`src/rtl/bdpsk_pkg.sv`:
```
// Shared definitions for the BDPSK frame sequencer: segment states and default
// timing/sync constants.
package bdpsk_pkg;

  typedef enum logic [2:0] {
    IDLE,
    PREAMBLE,
    SYNC,
    PAYLOAD,
    TAIL
  } state_t;

  localparam int          DEF_CLK_DIV   = 8;
  localparam logic [15:0] DEF_SYNC_WORD = 16'hF3A0;

endpackage

```
`src/rtl/bdpsk_frame_ctrl_if.sv`:
```
// Payload byte stream into the frame sequencer (valid/ready handshake).
interface bdpsk_frame_ctrl_if;
  logic [7:0] in_data;
  logic       in_valid;
  logic       in_ready;

  modport master (output in_data, output in_valid, input in_ready);
  modport slave  (input in_data, input in_valid, output in_ready);
endinterface

```
`src/rtl/bdpsk_baud_gen.sv`:
```
// Bit-rate divider: free-runs 0..CLK_DIV-1 while enabled, strobes on the last count.
module bdpsk_baud_gen
  import bdpsk_pkg::*;
#(
  parameter int CLK_DIV = DEF_CLK_DIV
) (
  input  logic clk,
  input  logic reset,
  input  logic enable,
  input  logic clear,
  output logic strobe
);

  localparam int               DIV_W    = $clog2(CLK_DIV);
  localparam logic [DIV_W-1:0] DIV_LAST = DIV_W'(CLK_DIV - 1);

  logic [DIV_W-1:0] div;

  always_ff @(posedge clk) begin
    if (reset) begin
      div <= '0;
    end else if (clear) begin
      div <= '0;
    end else if (enable) begin
      div <= (div == DIV_LAST) ? '0 : div + DIV_W'(1);
    end
  end

  assign strobe = enable && (div == DIV_LAST);

endmodule

```
`src/rtl/bdpsk_frame_ctrl.sv`:
```
// Frame sequencer ahead of the BDPSK encoder: preamble, sync word, payload bytes
// (MSB first, from a one-byte holding register) and zero tail, one bit per strobe.
module bdpsk_frame_ctrl
  import bdpsk_pkg::*;
#(
  parameter int          CLK_DIV       = DEF_CLK_DIV,
  parameter int          PREAMBLE_BITS = 32,
  parameter int          SYNC_BITS     = 16,
  parameter logic [15:0] SYNC_WORD     = DEF_SYNC_WORD,
  parameter int          TAIL_BITS     = 8,
  parameter int          LEN_W         = 8
) (
  input  logic                 clk,
  input  logic                 reset,
  input  logic                 start,
  input  logic [LEN_W-1:0]     frame_len,
  bdpsk_frame_ctrl_if.slave    byte_if,
  output logic                 bit_strobe,
  output logic                 bit_data,
  output logic                 dif_init,
  output logic                 busy,
  output logic                 frame_done,
  output logic                 underrun
);

  localparam int CNT_W = 16;

  state_t             state, state_nxt;
  logic [CNT_W-1:0]   bit_cnt;
  logic [LEN_W-1:0]   len_q, byte_cnt, fetched, fetched_nxt;
  logic [LEN_W+1:0]   fetch_sum;
  logic [7:0]         hold_data, shreg;
  logic               hold_full;
  logic               start_acc, last_bit, last_byte, load, xfer;
  logic [3:0]         sync_idx;

  assign start_acc = start && (state == IDLE);

  bdpsk_baud_gen #(.CLK_DIV(CLK_DIV)) u_baud (
    .clk    (clk),
    .reset  (reset),
    .enable (busy),
    .clear  (start_acc),
    .strobe (bit_strobe)
  );

  always_comb begin
    last_bit = 1'b0;
    case (state)
      PREAMBLE: last_bit = (bit_cnt == CNT_W'(PREAMBLE_BITS - 1));
      SYNC:     last_bit = (bit_cnt == CNT_W'(SYNC_BITS - 1));
      PAYLOAD:  last_bit = (bit_cnt == CNT_W'(7));
      TAIL:     last_bit = (bit_cnt == CNT_W'(TAIL_BITS - 1));
      default:  last_bit = 1'b0;
    endcase
  end

  assign last_byte = (byte_cnt == len_q - LEN_W'(1));
  assign xfer      = byte_if.in_valid && byte_if.in_ready;

  // Shift register reloads at the end of sync and of every payload byte but the final one.
  assign load = bit_strobe && last_bit &&
                ((state == SYNC && len_q != '0) || (state == PAYLOAD && !last_byte));

  // An empty holding register at load time still consumes a slot, so it counts as fetched.
  assign fetch_sum   = {2'b00, fetched} + (LEN_W+2)'(xfer) + (LEN_W+2)'(load && !hold_full);
  assign fetched_nxt = (fetch_sum >= {2'b00, len_q}) ? len_q : fetch_sum[LEN_W-1:0];

  always_ff @(posedge clk) begin
    if (reset) begin
      state <= IDLE;
    end else begin
      state <= state_nxt;
    end
  end

  always_comb begin
    state_nxt = state;
    case (state)
      IDLE:     if (start) state_nxt = PREAMBLE;
      PREAMBLE: if (bit_strobe && last_bit) state_nxt = SYNC;
      SYNC:     if (bit_strobe && last_bit) state_nxt = (len_q == '0) ? TAIL : PAYLOAD;
      PAYLOAD:  if (bit_strobe && last_bit && last_byte) state_nxt = TAIL;
      TAIL:     if (bit_strobe && last_bit) state_nxt = IDLE;
      default:  state_nxt = IDLE;
    endcase
  end

  always_comb begin
    busy             = (state != IDLE);
    byte_if.in_ready = (state == SYNC || state == PAYLOAD) && !hold_full && (fetched < len_q);
    sync_idx         = 4'(SYNC_BITS - 1) - bit_cnt[3:0];
    bit_data         = 1'b0;
    case (state)
      PREAMBLE: bit_data = ~bit_cnt[0];
      SYNC:     bit_data = SYNC_WORD[sync_idx];
      PAYLOAD:  bit_data = shreg[7];
      default:  bit_data = 1'b0;
    endcase
  end

  always_ff @(posedge clk) begin
    if (reset) begin
      bit_cnt    <= '0;
      len_q      <= '0;
      byte_cnt   <= '0;
      fetched    <= '0;
      hold_data  <= '0;
      hold_full  <= 1'b0;
      shreg      <= '0;
      dif_init   <= 1'b0;
      frame_done <= 1'b0;
      underrun   <= 1'b0;
    end else begin
      dif_init   <= start_acc;
      frame_done <= (state == TAIL) && bit_strobe && last_bit;
      if (start_acc) begin
        len_q     <= frame_len;
        bit_cnt   <= '0;
        byte_cnt  <= '0;
        fetched   <= '0;
        hold_full <= 1'b0;
        shreg     <= '0;
        underrun  <= 1'b0;
      end else begin
        if (bit_strobe) begin
          bit_cnt <= last_bit ? '0 : bit_cnt + CNT_W'(1);
        end
        if (bit_strobe && state == PAYLOAD && last_bit) begin
          byte_cnt <= byte_cnt + LEN_W'(1);
        end
        fetched <= fetched_nxt;
        if (load) begin
          if (hold_full) begin
            shreg <= hold_data;
          end else begin
            shreg    <= '0;
            underrun <= 1'b1;
          end
        end else if (bit_strobe && state == PAYLOAD) begin
          shreg <= {shreg[6:0], 1'b0};
        end
        if (xfer) begin
          hold_full <= 1'b1;
          hold_data <= byte_if.in_data;
        end else if (load) begin
          hold_full <= 1'b0;
        end
      end
    end
  end

endmodule
```
`src/flat_wrapper.sv`:
```
// flat-port wrapper written by rule: the top's interface ports become plain ports
module bdpsk_frame_ctrl_flat import bdpsk_pkg::*;
#(
  parameter int          CLK_DIV       = DEF_CLK_DIV,
  parameter int          PREAMBLE_BITS = 32,
  parameter int          SYNC_BITS     = 16,
  parameter logic [15:0] SYNC_WORD     = DEF_SYNC_WORD,
  parameter int          TAIL_BITS     = 8,
  parameter int          LEN_W         = 8
)
  (clk, reset, start, frame_len, bit_strobe, bit_data, dif_init, busy, frame_done, underrun, byte_if_in_data, byte_if_in_valid, byte_if_in_ready);
  bdpsk_frame_ctrl_if byte_if_i ();
  input  logic clk;
  input  logic reset;
  input  logic start;
  input  logic [LEN_W-1:0] frame_len;
  output logic bit_strobe;
  output logic bit_data;
  output logic dif_init;
  output logic busy;
  output logic frame_done;
  output logic underrun;
  input wire logic [$bits(byte_if_i.in_data)-1:0] byte_if_in_data;
  input wire logic [$bits(byte_if_i.in_valid)-1:0] byte_if_in_valid;
  output wire logic [$bits(byte_if_i.in_ready)-1:0] byte_if_in_ready;
  assign byte_if_i.in_data = byte_if_in_data;
  assign byte_if_i.in_valid = byte_if_in_valid;
  assign byte_if_in_ready = byte_if_i.in_ready;
  bdpsk_frame_ctrl #(.CLK_DIV(CLK_DIV), .PREAMBLE_BITS(PREAMBLE_BITS), .SYNC_BITS(SYNC_BITS), .SYNC_WORD(SYNC_WORD), .TAIL_BITS(TAIL_BITS), .LEN_W(LEN_W)) u_core (.clk(clk), .reset(reset), .start(start), .frame_len(frame_len), .byte_if(byte_if_i), .bit_strobe(bit_strobe), .bit_data(bit_data), .dif_init(dif_init), .busy(busy), .frame_done(frame_done), .underrun(underrun));
endmodule
```
`config.mk`:
```
export PLATFORM = sky130hd
export DESIGN_NAME = bdpsk_frame_ctrl_flat
export DESIGN_NICKNAME = d
export VERILOG_FILES = /design/src/rtl/bdpsk_pkg.sv /design/src/rtl/bdpsk_frame_ctrl_if.sv /design/src/rtl/bdpsk_baud_gen.sv /design/src/rtl/bdpsk_frame_ctrl.sv /design/src/flat_wrapper.sv
export SDC_FILE = /design/constraint.sdc
export NUM_CORES = 1
export LEC_CHECK = 0
export CAP_MARGIN = 10
export CORE_ASPECT_RATIO = 0.8
export CORE_UTILIZATION = 40
export DETAILED_ROUTE_END_ITERATION = 6
export GPL_TIMING_DRIVEN = 0
export SYNTH_ARGS = -nofsm -noshare
export SYNTH_HDL_FRONTEND = slang
export SYNTH_HIERARCHICAL = 1
export SYNTH_SLANG_ARGS = --single-unit
```
`constraint.sdc`:
```
create_clock -name clk -period 6.6 [get_ports clk]
set_clock_uncertainty 0.2 [all_clocks]
set_input_delay 1.32 -clock clk [delete_from_list [all_inputs] [get_ports clk]]
set_output_delay 1.32 -clock clk [all_outputs]
set_load 0.01 [all_outputs]
```
== Word-level counts from Yosys, hierarchy flattened ==
Memories as Yosys holds them, arrays and structs flattened.
Index checks and enable logic that the tools add are counted.
Storage, ports and cells
  memory bits (read-only): 16
  bits in latches: 0
  register bits after elaboration: 66
  memory bits (writable): 0
  word-level logic and storage cells: 88
  memories kept: 1
Operators by class
  multiply operators: 0
  add/subtract/negate cells: 7
  divide/modulo/power cells: 0
  reduce and logical (&&, ||, !) cells: 30
  muxes and demuxes: 18
  equal/unequal tests: 14
  bitwise operators: 3
  shifts and indexed selects: 0
  order comparisons: 3
Memories
  (no name shown): depth 16, bits a word 1, read ports 1, clocked after Yosys merged registers in 0, wr ports 0, line bdpsk_frame_ctrl.sv:96  | SYNC: bit_data = SYNC_WORD[sync_idx];
Operators by type and width (count)
  8-bit 2-to-1 mux: 4
  3-bit 2-to-1 mux: 7
  16-bit by 1-bit adder with 16-bit output (second input constant): 1
  16-bit by 3-bit == test with 1-bit output (second input constant): 1
  16-bit by 4-bit == test with 1-bit output (second input constant): 1
  16-bit by 5-bit == test with 1-bit output (second input constant): 1
  16-bit 2-to-1 mux: 1
  1-bit logical AND: 15
  3-bit one-hot mux with 5 select lines: 1
  10-bit by 1-bit adder with 10-bit output: 1
  10-bit by 8-bit greater-or-equal comparator with 1-bit output: 1
  8-bit by 1-bit adder with 9-bit output: 1
  8-bit by 1-bit adder with 8-bit output (second input constant): 1
  8-bit == test: 1
  8-bit zero test: 1
  8-bit less-than comparator: 1
  8-bit nonzero test: 1
  8-bit by 1-bit subtractor with 8-bit output (second input constant): 1
  3-bit by 2-bit == test with 1-bit output (second input constant): 2
  3-bit == test (second input constant): 2
  2-bit by 1-bit inequality test with 1-bit output (second input constant): 3
  1-bit one-hot mux with 3 select lines: 2
  4-bit by 5-bit less-than comparator with 1-bit output (second input constant): 1
  5-bit AND reduction: 1
  other kinds (13): 23

== Logic depth before layout (Yosys ltp) ==
Gate-level depths: netlist (run 1).
  word-level depth: 10
  gate-level depth with buffers: 22
  depth with buffers taken out: 19

== Hierarchy ==
Netlist (run 1), hierarchy kept.
Modules (own cells, without submodules)
  bdpsk_frame_ctrl: area an instance 3632.2 µm², cells an instance 431, times used 1, sequential area each 1261.2 µm²
  bdpsk_baud_gen: area an instance 155.1 µm², cells an instance 14, times used 1, sequential area each 60.1 µm²

== Worst setup path before layout (run 1) ==
No wires, ideal clock.
  path kind: flip-flop to flip-flop
  from: register u_core.state[1]
  to: register u_core.fetched[0]
  cell stages (with the launch flop): 21
  data arrival time: 4.757 ns
  library setup time: 0.073 ns
  data required time: 6.327 ns
  path slack: 1.570 ns
  path through: dfxtp_1 clkbuf_1 nor3_1 inv_1 and2_1 clkbuf_1 inv_1 a211o_1 a2111oi_4 nand2b_1 fa_1 inv_1 ha_1 nand3_1 xnor2_1 ha_1 nor2b_1 o21ai_0 o211a_1 clkbuf_1 mux2i_1
On the way
  elaborated cells between the ends (all ways): 25
  classes of those cells: add/sub (2); order compare (1); eq/ne (4); mux (2); reduce/logical (16)
RTL lines
  start, declared: line bdpsk_frame_ctrl.sv:28  | state_t state, state_nxt;
  start signal, assigned: line bdpsk_frame_ctrl.sv:73  | state <= state_nxt;
  3-bit nonzero test *: line bdpsk_frame_ctrl.sv:90  | busy = (state != IDLE);
  via busy: line flat_wrapper.sv:20  | output logic busy;
  1-bit logical AND *: line bdpsk_baud_gen.sv:29  | assign strobe = enable && (div == DIV_LAST);
  via bit_strobe: line flat_wrapper.sv:17  | output logic bit_strobe;
  1-bit logical AND * (2 in a row): line bdpsk_frame_ctrl.sv:62  | assign load = bit_strobe && last_bit &&
  1-bit logical AND *: line bdpsk_frame_ctrl.sv:66  | assign fetch_sum = {2'b00, fetched} + (LEN_W+2)'(xfer) + (LEN_W+2)'(load && !hold_full);
  10-bit by 1-bit adder with 10-bit output *: line bdpsk_frame_ctrl.sv:66
  10-bit by 8-bit greater-or-equal comparator with 1-bit output: line bdpsk_frame_ctrl.sv:67  | assign fetched_nxt = (fetch_sum >= {2'b00, len_q}) ? len_q : fetch_sum[LEN_W-1:0];
  8-bit 2-to-1 mux *: line bdpsk_frame_ctrl.sv:67
  end signal, assigned: line bdpsk_frame_ctrl.sv:132  | fetched <= fetched_nxt;
  end, declared: line bdpsk_frame_ctrl.sv:30  | logic [LEN_W-1:0] len_q, byte_cnt, fetched, fetched_nxt;
Mark *: on every way through the listed nets, which the timed path passes. The rest lies on a longest branch.
A chain may end at the register's enable or synchronous reset.

== Final worst setup path (run 1) ==
  from: register u_core.state[1]
  to: register u_core.fetched[1]
On the way
  word-level cells in the longest chain between the ends: 9
  elaborated cells between the ends (all ways): 25
  classes of those cells: add/sub (2); order compare (1); eq/ne (4); mux (2); reduce/logical (16)
Ends and longest elaborated chain (line)
  3-bit by 2-bit == test with 1-bit output / 3-bit == test (equally long branches): bdpsk_frame_ctrl.sv:49, bdpsk_frame_ctrl.sv:63, bdpsk_frame_ctrl.sv:91
  1-bit logical OR / 2-bit OR reduction (equally long branches)
  1-bit logical AND / 1-bit one-hot mux with 3 select lines (equally long branches): bdpsk_frame_ctrl.sv:91, bdpsk_frame_ctrl.sv:49
  1-bit logical AND (on tied branches): bdpsk_frame_ctrl.sv:91, bdpsk_frame_ctrl.sv:62
  1-bit logical AND (on tied branches): bdpsk_frame_ctrl.sv:59, bdpsk_frame_ctrl.sv:62
  8-bit by 1-bit adder with 9-bit output / 1-bit logical AND (equally long branches): bdpsk_frame_ctrl.sv:66
  10-bit by 1-bit adder with 10-bit output: bdpsk_frame_ctrl.sv:66
  10-bit by 8-bit greater-or-equal comparator with 1-bit output: bdpsk_frame_ctrl.sv:67
  8-bit 2-to-1 mux: bdpsk_frame_ctrl.sv:67
Parallel ways exist; a longest one is shown, timed or not.

==> results summary, run 1 <==
The flow ran to the end, and the final reports show no timing, DRC or antenna violations. The cell depth of the worst min-delay path came out at 2. The die is a little under 90 um tall. The maximum clock insertion buffer count is 2. In the final layout, the share of cells above drive strength 1 is between 6 and 7%.

The tool flagged a number of max-cap violations equal to 0. The wire length of the first global-routing pass came out at around 14 mm. For hold timing, the worst endpoint is u_core/shreg[2]$_SDFFE_PP0P_.

The count of input and output buffers came out at 26. The highest achievable clock rate is about 0.17 GHz. The antenna violation net count after detailed routing is 0. The number of hold buffers added after CTS was 0. The path depth of the worst reg2reg path came out at 20. The placed wire-length estimate came out at slightly above 6 mm. STA classifies the critical path startpoint as a flip-flop.

STA classifies the critical path endpoint as a flip-flop. The synthesized area per cell came out at roughly 8.5 sq um. The post-synthesis cell type with the largest combined area is dfxtp_1.

TritonCTS built the clock tree. The critical path is of the flip-flop to flip-flop type. The number of max-slew violations in the final report is 0. The number of endpoints with negative hold slack in the final report is 0. Yosys attributes the largest share of cell area to dfxtp_1, mux2i_1, ha_1. The cell sitting at the root of the clock tree is a clkbuf_16. The global route total overflow is 0.

Among all flip-flop cells after synthesis, the most frequent one is dfxtp_1. The placer's final routability congestion estimate came out at about 0.84. After technology mapping, the gate count stands at 445. The core area came out at between 9000 and 10000 sq um.

The floorplan step defined a die boundary enclosing slightly below 10000 sq um. The most instantiated library cell after synthesis is dfxtp_1. The number of synthesized flops with an enable pin came out at 0. The total area of sequential cells is approximately 1300 sq um. IR analysis of the VDD net gives a maximum drop of about 220 uV. The starting utilization of the core area came out at about two fifths. The routed length per placed instance is about 14 um. Data on the critical path is required at its endpoint by roughly 6.7 ns. Row generation in the floorplan step produced 31 rows. The final critical delay including setup and external delays came out at between 5 and 6 ns. The count of instances resized after the clock tree is built came out at 0.

The summed instance area of the synthesized netlist is between 3000 and 4000 sq um. For the final routed database, the setup TNS stands at 0 ns. The commonest cells after synthesis are dfxtp_1, nand2_1, nor2_1, mux2i_1, nand3_1.

The critical path arrival is around 6.0 ns. For this block, the initial DRC count from the detailed router was approximately 150. Once layout is complete, the utilization of the core stands at just under 50%. The sum of routed wire length over all layers is 8.444 mm. The worst hold path class is flip-flop to flip-flop. Clock-pin slew was measured on the worst setup and hold paths at 0.06 ns. The number of global-route vias before repair came out at roughly 2800. The post-detailed-route via-to-cell ratio is between 5 and 6.

The pre-antenna-repair detailed-routing pass consisted of 4 iterations. The async set-reset flop share out of synthesis came out at 0%. In this run the most critical hold path is launched from u_core/hold_data[2]$_SDFFE_PP0P_. The net total in the final layout is 524. Global routing used between 10% and 20% of the available tracks across all layers. The filler cell count in the final layout came out at a little under 900. After synthesis, the largest area contributor takes up between 30% and 40% of total cell area.

Counting every sink on the clock net gives 66. The fraction of the yosys area taken by sequential cells is 34.89%. The endpoint identified for the worst register-to-register timing path is u_core/fetched[1]$_SDFF_PP0_. The power per cell area came out at about 330 nW/um^2. The slew of the pin with the lowest slew margin came out at about 0.80 ns. Setup repair after global routing left no endpoint under its margin. For this design the top-level I/O count stands at 27.

The number of remaining DRC errors is 0. The number of distinct standard cells referenced by the synthesized netlist came out at 57. In this run the horizontal extent of the chip is roughly 110 um.

In this run the tightest slew margin relative to its limit is between 40% and 50%. The via total after detailed routing came out at 3132. The count of inserted antenna diode cells came out at 0.

Setup violations remaining at the end of the flow were counted as 0. The final critical path takes up just under 90% of the cycle. The latest clock arrival within the worst-skew pair is between 0.3 and 0.4 ns. In this run, synthesis produced a sequential element count of 66. The total clock buffers created by CTS came out at 9. The internal reg-to-reg setup slack is a little under 0.7 ns. The number of nets produced by synthesis is 487. The number of warnings reported in the yosys synthesis log is 6.

The post-CTS setup buffer count came out at 0. The maximum net fanout on the critical path came out at 10. Summing all multi-input logic gate instances after layout gives 2295 sq um. The maximum number of pins on one net before global-route repair came out at 14. The initial antenna violation count came out at 0.

Summed over all cells, the static leakage comes to 1.662 nW. In this run the critical register-to-register path is launched from u_core/state[1]$_SDFFE_PP0P_. The H-tree was split into 3 levels. The relative area change from synthesis to final layout came out at 19.26%.
[layout by cell type, fill, tap and decap left out, types with 3 or more instances in the layout]
master / n
dfxtp_1: 66
nand2_1: 55
nor2_1: 41
mux2i_1: 27
clkdlybuf4s50_1: 26
nand3_1: 26
xor2_1: 21
ha_1: 21
inv_1: 19
a21oi_1: 19
clkbuf_1: 18
xnor2_1: 16
clkbuf_16: 9
nor3_1: 8
nand2b_1: 8
o21ai_0: 8
nor2b_1: 7
mux2_2: 7
and3_1: 6
nand4_1: 6
nor4_1: 5
and2_1: 4
a211oi_1: 4
a31oi_1: 3
buf_1: 3
[power breakdown]
group | internal (W) | leakage [nW] | switching [W]
sequential | 0.000430 | 0.534 | 0.0000276
clock | 0.000334 | 0.160 | 0.000186
combinational | 0.000202 | 0.967 | 0.000290
total | 0.000965 | 1.66 | 0.000504
[area by class of cell]
class,count,share of cell area [%]
multi-input cells,336,50.80
flip-flops and latches,66,29.25
repair buffers,26,5.762
clock buffers,9,4.986
well taps,115,3.186
clock inverters,7,2.216
plain buffers,24,2.216
inverters,19,1.579
[how the worst max path moves through the flow]
stage / start / endpoint / slack (ns) / cells past startpoint
finish: u_core/state[1]$_SDFFE_PP0P_ / u_core/fetched[1]$_SDFF_PP0_ / 0.69 / 20
global route: u_core/state[1]$_SDFFE_PP0P_ / u_core/fetched[7]$_SDFF_PP0_ / 0.17 / 20
CTS: u_core/state[1]$_SDFFE_PP0P_ / u_core/fetched[6]$_SDFF_PP0_ / 0.69 / 20
detailed placement: u_core/state[1]$_SDFFE_PP0P_ / u_core/fetched[6]$_SDFF_PP0_ / 0.71 / 20
global placement: u_core/state[1]$_SDFFE_PP0P_ / u_core/fetched[6]$_SDFF_PP0_ / 0.78 / 20
floorplan: u_core/state[1]$_SDFFE_PP0P_ / u_core/fetched[0]$_SDFF_PP0_ / 1.57 / 20
[per-stage QoR]
stage | std cells | cell area (sq um) | hold slack [ns] | setup slack, ns | total power, W
final | 602 | 4517 | 0.2715 | 0.6928 | 0.001469
after global routing | 602 | 4517 | 0.2901 | 0.1711 | 0.001557
after CTS | 602 | 4517 | 0.2746 | 0.6876 | 0.001480
after detailed placement | 586 | 4192 | 0.2640 | 0.7132 | 0.0009560
after global placement | 586 | 4192 | 0.2570 | 0.7779 | 0.0009457
after floorplan | 445 | 3787 | 0.2441 | 1.570 | 0.0008170
[registers in the layout (all words and copies together), names as in the netlist]
name               flops
u_core/hold_data       8
u_core/bit_cnt        16
u_core/dif_init        1
u_core/fetched         8
u_core/byte_cnt        8
u_core/underrun        1
u_core/u_baud/div      3
u_core/shreg           8
u_core/state           3
u_core/frame_done      1
u_core/len_q           8
u_core/hold_full       1
[cell families after synthesis]
kind of cell	synth area share [%]
buffers and inverters	4.526
adder cells (fa/ha/maj)	7.466
multiplexers	9.613
AND/OR/NAND/NOR	23.65
XOR/XNOR	8.556
flip-flops	34.89
AO/OA/AOI/OAI	11.30
[worst max-delay path, cell delays in order (launching register included)]
cell,delay (ns)
dfxtp_1,0.34
clkbuf_1,0.34
nor3_1,0.16
inv_1,0.24
and2_1,0.19
clkbuf_1,0.36
inv_1,0.12
a211o_1,0.35
a2111oi_4,0.78
nand2b_1,0.15
fa_1,0.39
inv_1,0.12
ha_1,0.25
nand3_1,0.14
xnor2_1,0.21
ha_1,0.27
nor2b_1,0.13
o21ai_0,0.14
o211a_1,0.17
clkbuf_1,0.52
mux2i_1,0.25
[per-layer routing]
metal  share of wire [%]  wire length (um)  vias up  track usage [%]
li1                    -                 -     1616                -
met1                  52              4372     1453            24.86
met2                  43              3634       58            28.06
met3                 4.7               395        5            4.881
met4                0.50                42        0            4.848
met5                   0                 0        -                0
(Power assumes the default switching activity.)
==> inputs of run 2 (changes only) <==
--- a/config.mk
+++ b/config.mk
@@ -5,6 +5,7 @@
 export SDC_FILE = /design/constraint.sdc
 export NUM_CORES = 1
 export LEC_CHECK = 0
+export ABC_AREA = 1
 export CAP_MARGIN = 10
 export CORE_ASPECT_RATIO = 0.8
 export CORE_UTILIZATION = 40
==> constraint.sdc (replaced) <==
create_clock -name clk -period 6.6 [get_ports clk]
set_clock_uncertainty 0.2 [all_clocks]
set_input_delay 0.66 -clock clk [delete_from_list [all_inputs] [get_ports clk]]
set_output_delay 0.66 -clock clk [all_outputs]
set_load 0.01 [all_outputs]
==> results summary, run 2 <==
The flow ran to the end, but the final reports show violations. The checks that failed: DRC. The final critical delay including setup and external delays came out at 4.643 ns (-1.264 ns). The share of the synthesized area in the top cell type was 34.21% (-0.68 points). The synthesis-stage register bit count was 66 (unchanged). Leaving out fill and tap cells, the most frequent cell in the layout is nand2_1.

The internal reg-to-reg setup slack is 1.96 ns (+1.26 ns). The final sum of negative setup slack is 0 ns (unchanged). The number of remaining DRC errors is 1 (+1). The area of the die is 10060 sq um (+1.9%). The share of layout cells above drive strength 1 is 8.492% (+1.7 points).

The number of distinct standard cells referenced by the synthesized netlist came out at 45 (-21%). The async set-reset flop share out of synthesis is 0% (unchanged). The count of instances resized after the clock tree is built was 0 (unchanged). The worst register-to-register path ends at u_core/fetched[6]$_SDFF_PP0_.

The final setup violation count came out at 0 (unchanged). The clock-pin slew of the registers on the worst-case setup and hold paths was 0.05 ns (about the same). The number of placed I/O pins came to 27 (unchanged).

The placer's final routability congestion estimate is 0.8412 (+0.23%). The register with the most flip-flops in the final layout is u_core/bit_cnt. The post-route total power is 0.001543 W (+5.1%).

The fraction of the cycle the final worst path needs is 70.35% (-19 points). The worst setup path is captured at a flip-flop. The DRC marker count from the first detailed-route iteration came out at 121 (-19%). The cell depth of the worst min-delay path came out at 2 (unchanged). The post-CTS setup buffer count is 0 (unchanged).

The worst hold path class is flip-flop to flip-flop. The via total after detailed routing came out at 3452 (+10%). Ranked by total cell area, the synthesized netlist is headed by dfxtp_1, nand2_1, ha_1. The placement-stage worst setup slack came out at 2.046 ns (+1.332 ns).

In the layout the commonest cells are nand2_1, inv_1, dfxtp_1. The count of hold-fix buffers inserted at cts was 0 (unchanged). The static leakage is 1.851 nW (+11%). The highest achievable clock rate is 0.2154 GHz (+27%). The launch instance of the worst min-delay path is u_core/hold_data[0]$_SDFFE_PP0P_. The number of warnings reported in the yosys synthesis log came out at 6 (unchanged). TritonCTS built the clock tree. The global routing stage identified its most utilized layer as met2. The maximum level of the CTS H-tree came out at 3 (unchanged).

The slowest cell on the critical path is dfxtp_1. The count of inserted antenna diode cells came out at 0 (unchanged). The critical path arrival is 4.65 ns (-1.31 ns).

The power per cell area came to 339.1 nW/um^2 (+4.3%). The routing usage on met3 came out at 4.113% (-0.77 points). The net total in the final layout came out at 615 (+17%). The starting utilization of the core area is 41.84% (+0.29 points). The latest clock arrival within the worst-skew pair is 0.33 ns (about the same).

The slew of the pin with the lowest slew margin was 0.8385 ns (+0.03512 ns). The start of the worst register-to-register path is u_core/len_q[0]$_SDFFE_PP0P_. The routed length per placed instance is 12.89 um (-8.1%).

The die extent in y is 89.89 um (+0.96%). The summed instance area of the synthesized netlist came to 3862 sq um (+2.0%). The number of sinks on the clock net came to 66 (unchanged). The number of search-and-repair iterations in the first detailed-routing pass is 6 (+2).

The most used flip-flop cell after synthesis is dfxtp_1. The number of core rows came out at 31 (unchanged). The count of input and output buffers came out at 25 (-3.8%). The relative area change from synthesis to final layout is 17.82%.

The flip-flop count of the largest register after layout is 16 (unchanged). The max-slew headroom at the worst pin came out at 43.89% (-2.5 points). The overall fraction of global-route tracks in use is 19.65% (+1.6 points).

The number of synthesized flops with an enable pin is 0 (unchanged). The number of maximum-capacitance violations is 0 (unchanged). The maximum number of pins on one net before global-route repair is 12 (-2). The global route total overflow came to 0 (unchanged).

The wire length of the first global-routing pass came out at 15.90 mm (+13%). The maximum net fanout on the critical path is 10 (unchanged). Yosys instantiated no cell more often than nand2_1.

The path with the worst hold slack has its endpoint at u_core/hold_data[0]$_SDFFE_PP0P_. Among the stages of the critical path, the cell type that occurs most often is inv_1. The synthesized area per cell is 7.193 sq um (-15%). The worst-case hold slack came out at 0.2649 ns (-0.006617 ns). The final worst-path setup slack is 1.957 ns (+1.264 ns). The number of max-slew violations in the final report is 0 (unchanged). The placed wire-length estimate came out at 6.757 mm (+10%).

Setup repair after global routing left no endpoint under its margin. The initial antenna violation count is 0 (unchanged). The filler cell count in the final layout came out at 919 (+5.8%). The maximum VDD drop was 178.1 uV (-20%). STA classifies the critical path startpoint as a flip-flop. The antenna violation net count after detailed routing came out at 0 (unchanged).

In this run the clock root is driven by a clkbuf_16. The delay of the slowest critical-path stage was 0.44 ns (-0.34 ns). The number of global-route vias before repair came out at 3363 (+18%). The path depth of the worst reg2reg path is 25 (+25%).

The critical path required time came out at 6.61 ns (-0.05 ns). The core area came out at 9231 sq um (+1.3%). The met2 track utilization from global routing is 29.76% (+1.7 points). The number of endpoints with negative hold slack in the final report is 0 (unchanged).

The fraction of the yosys area taken by sequential cells came out at 34.21% (-0.68 points). The type of the worst setup path is flip-flop to flip-flop. dfxtp_1 takes more of the synthesized area than any other cell. The total clock buffers created by CTS came out at 9 (unchanged). The maximum clock insertion buffer count came out at 2 (unchanged). The post-detailed-route via-to-cell ratio is 4.988 (-4.1%). The number of nets produced by synthesis is 579 (+19%). The sum of routed wire length over all layers came out at 8.921 mm (+5.6%). The horizontal extent of the die is 111.9 um (+0.97%).

The commonest cells after synthesis are nand2_1, dfxtp_1, inv_1, nor2_1, a21oi_1. The global routing usage on met1 came out at 27.67% (+2.8 points). The number of standard cells after synthesis came out at 537 (+21%).
==> run 2: changes by cell type after synthesis, moves of 7 or more <==
cell / delta
nand2_1: +60
inv_1: +47
xnor2_1: -8
mux2_2: -7
nor2_1: +11
mux2i_1: -27
clkbuf_1: -13
nand2b_1: -8
a21oi_1: +26
nand4_1: +14
nor2b_1: -7
o21ai_0: +20
==> run 2: metal layers <==
metal	up-vias	share of wire, %
met4	0	0.52
met5	-	0
li1	1835	-
met1	1553	52
met2	60	43
met3	4	4.3
==> run 2: worst max-delay path by stage <==
stage,start,end,slack [ns],cells past startpoint
after detailed placement,u_core/len_q[0]$_SDFFE_PP0P_,u_core/fetched[6]$_SDFF_PP0_,2.05,25
after global placement,u_core/len_q[0]$_SDFFE_PP0P_,u_core/fetched[6]$_SDFF_PP0_,2.10,25
after floorplan,u_core/len_q[0]$_SDFFE_PP0P_,u_core/fetched[6]$_SDFF_PP0_,2.77,27
after CTS,u_core/len_q[0]$_SDFFE_PP0P_,u_core/fetched[6]$_SDFF_PP0_,2.00,25
final,u_core/len_q[0]$_SDFFE_PP0P_,u_core/fetched[6]$_SDFF_PP0_,1.96,25
after global routing,u_core/len_q[0]$_SDFFE_PP0P_,u_core/fetched[6]$_SDFF_PP0_,1.45,25
==> run 2: cell families after synthesis <==
| family | after synthesis | synth area share (%) |
|---|---|---|
| flops | 66 | 34.21 |
| compound gates | 83 | 11.69 |
| simple gates | 256 | 31.65 |
| xor+xnor | 27 | 6.123 |
| fa+ha+maj | 22 | 7.321 |
| buf+inv | 83 | 9.005 |
==> run 2: cell type report <==
type / instances / area, sq um / area share (%)
Buffer: 11 / 70.07 / 1.540
Clock buffer: 10 / 239.0 / 5.252
Clock inverter: 5 / 55.05 / 1.210
Inverter: 72 / 277.8 / 6.104
Multi-Input combinational cell: 388 / 2193 / 48.20
Sequential cell: 66 / 1321 / 29.04
Tap cell: 115 / 143.9 / 3.162
Timing Repair Buffer: 25 / 250.2 / 5.499
==> run 2: power by group <==
part	internal [W]	switching [W]
logic	0.000219	0.000371
clock network	0.000299	0.000173
registers	0.000441	0.0000402
total	0.000959	0.000584
==> run 2: worst max-delay path: cells and delay by family, from the launching register on <==
kind	cells	cell delay, ns
AO/OA/AOI/OAI	4	0.50
XOR/XNOR	1	0.18
buffers and inverters	6	0.76
flip-flops	1	0.44
adder cells (fa/ha/maj)	4	1.10
AND/OR/NAND/NOR	10	1.34
==> run 2: per-stage QoR <==
| stage | cell area (sq um) | instances | utilization [%] |
|---|---|---|---|
| 2_1_floorplan | 3862 | 537 | - |
| 3_3_place_gp | 4257 | 677 | 46.11 |
| 3_5_place_dp | 4257 | 677 | 46.11 |
| 4_1_cts | 4551 | 692 | 49.30 |
| 5_1_grt | 4551 | 692 | 49.30 |
| 6_report | 4551 | 692 | 49.30 |
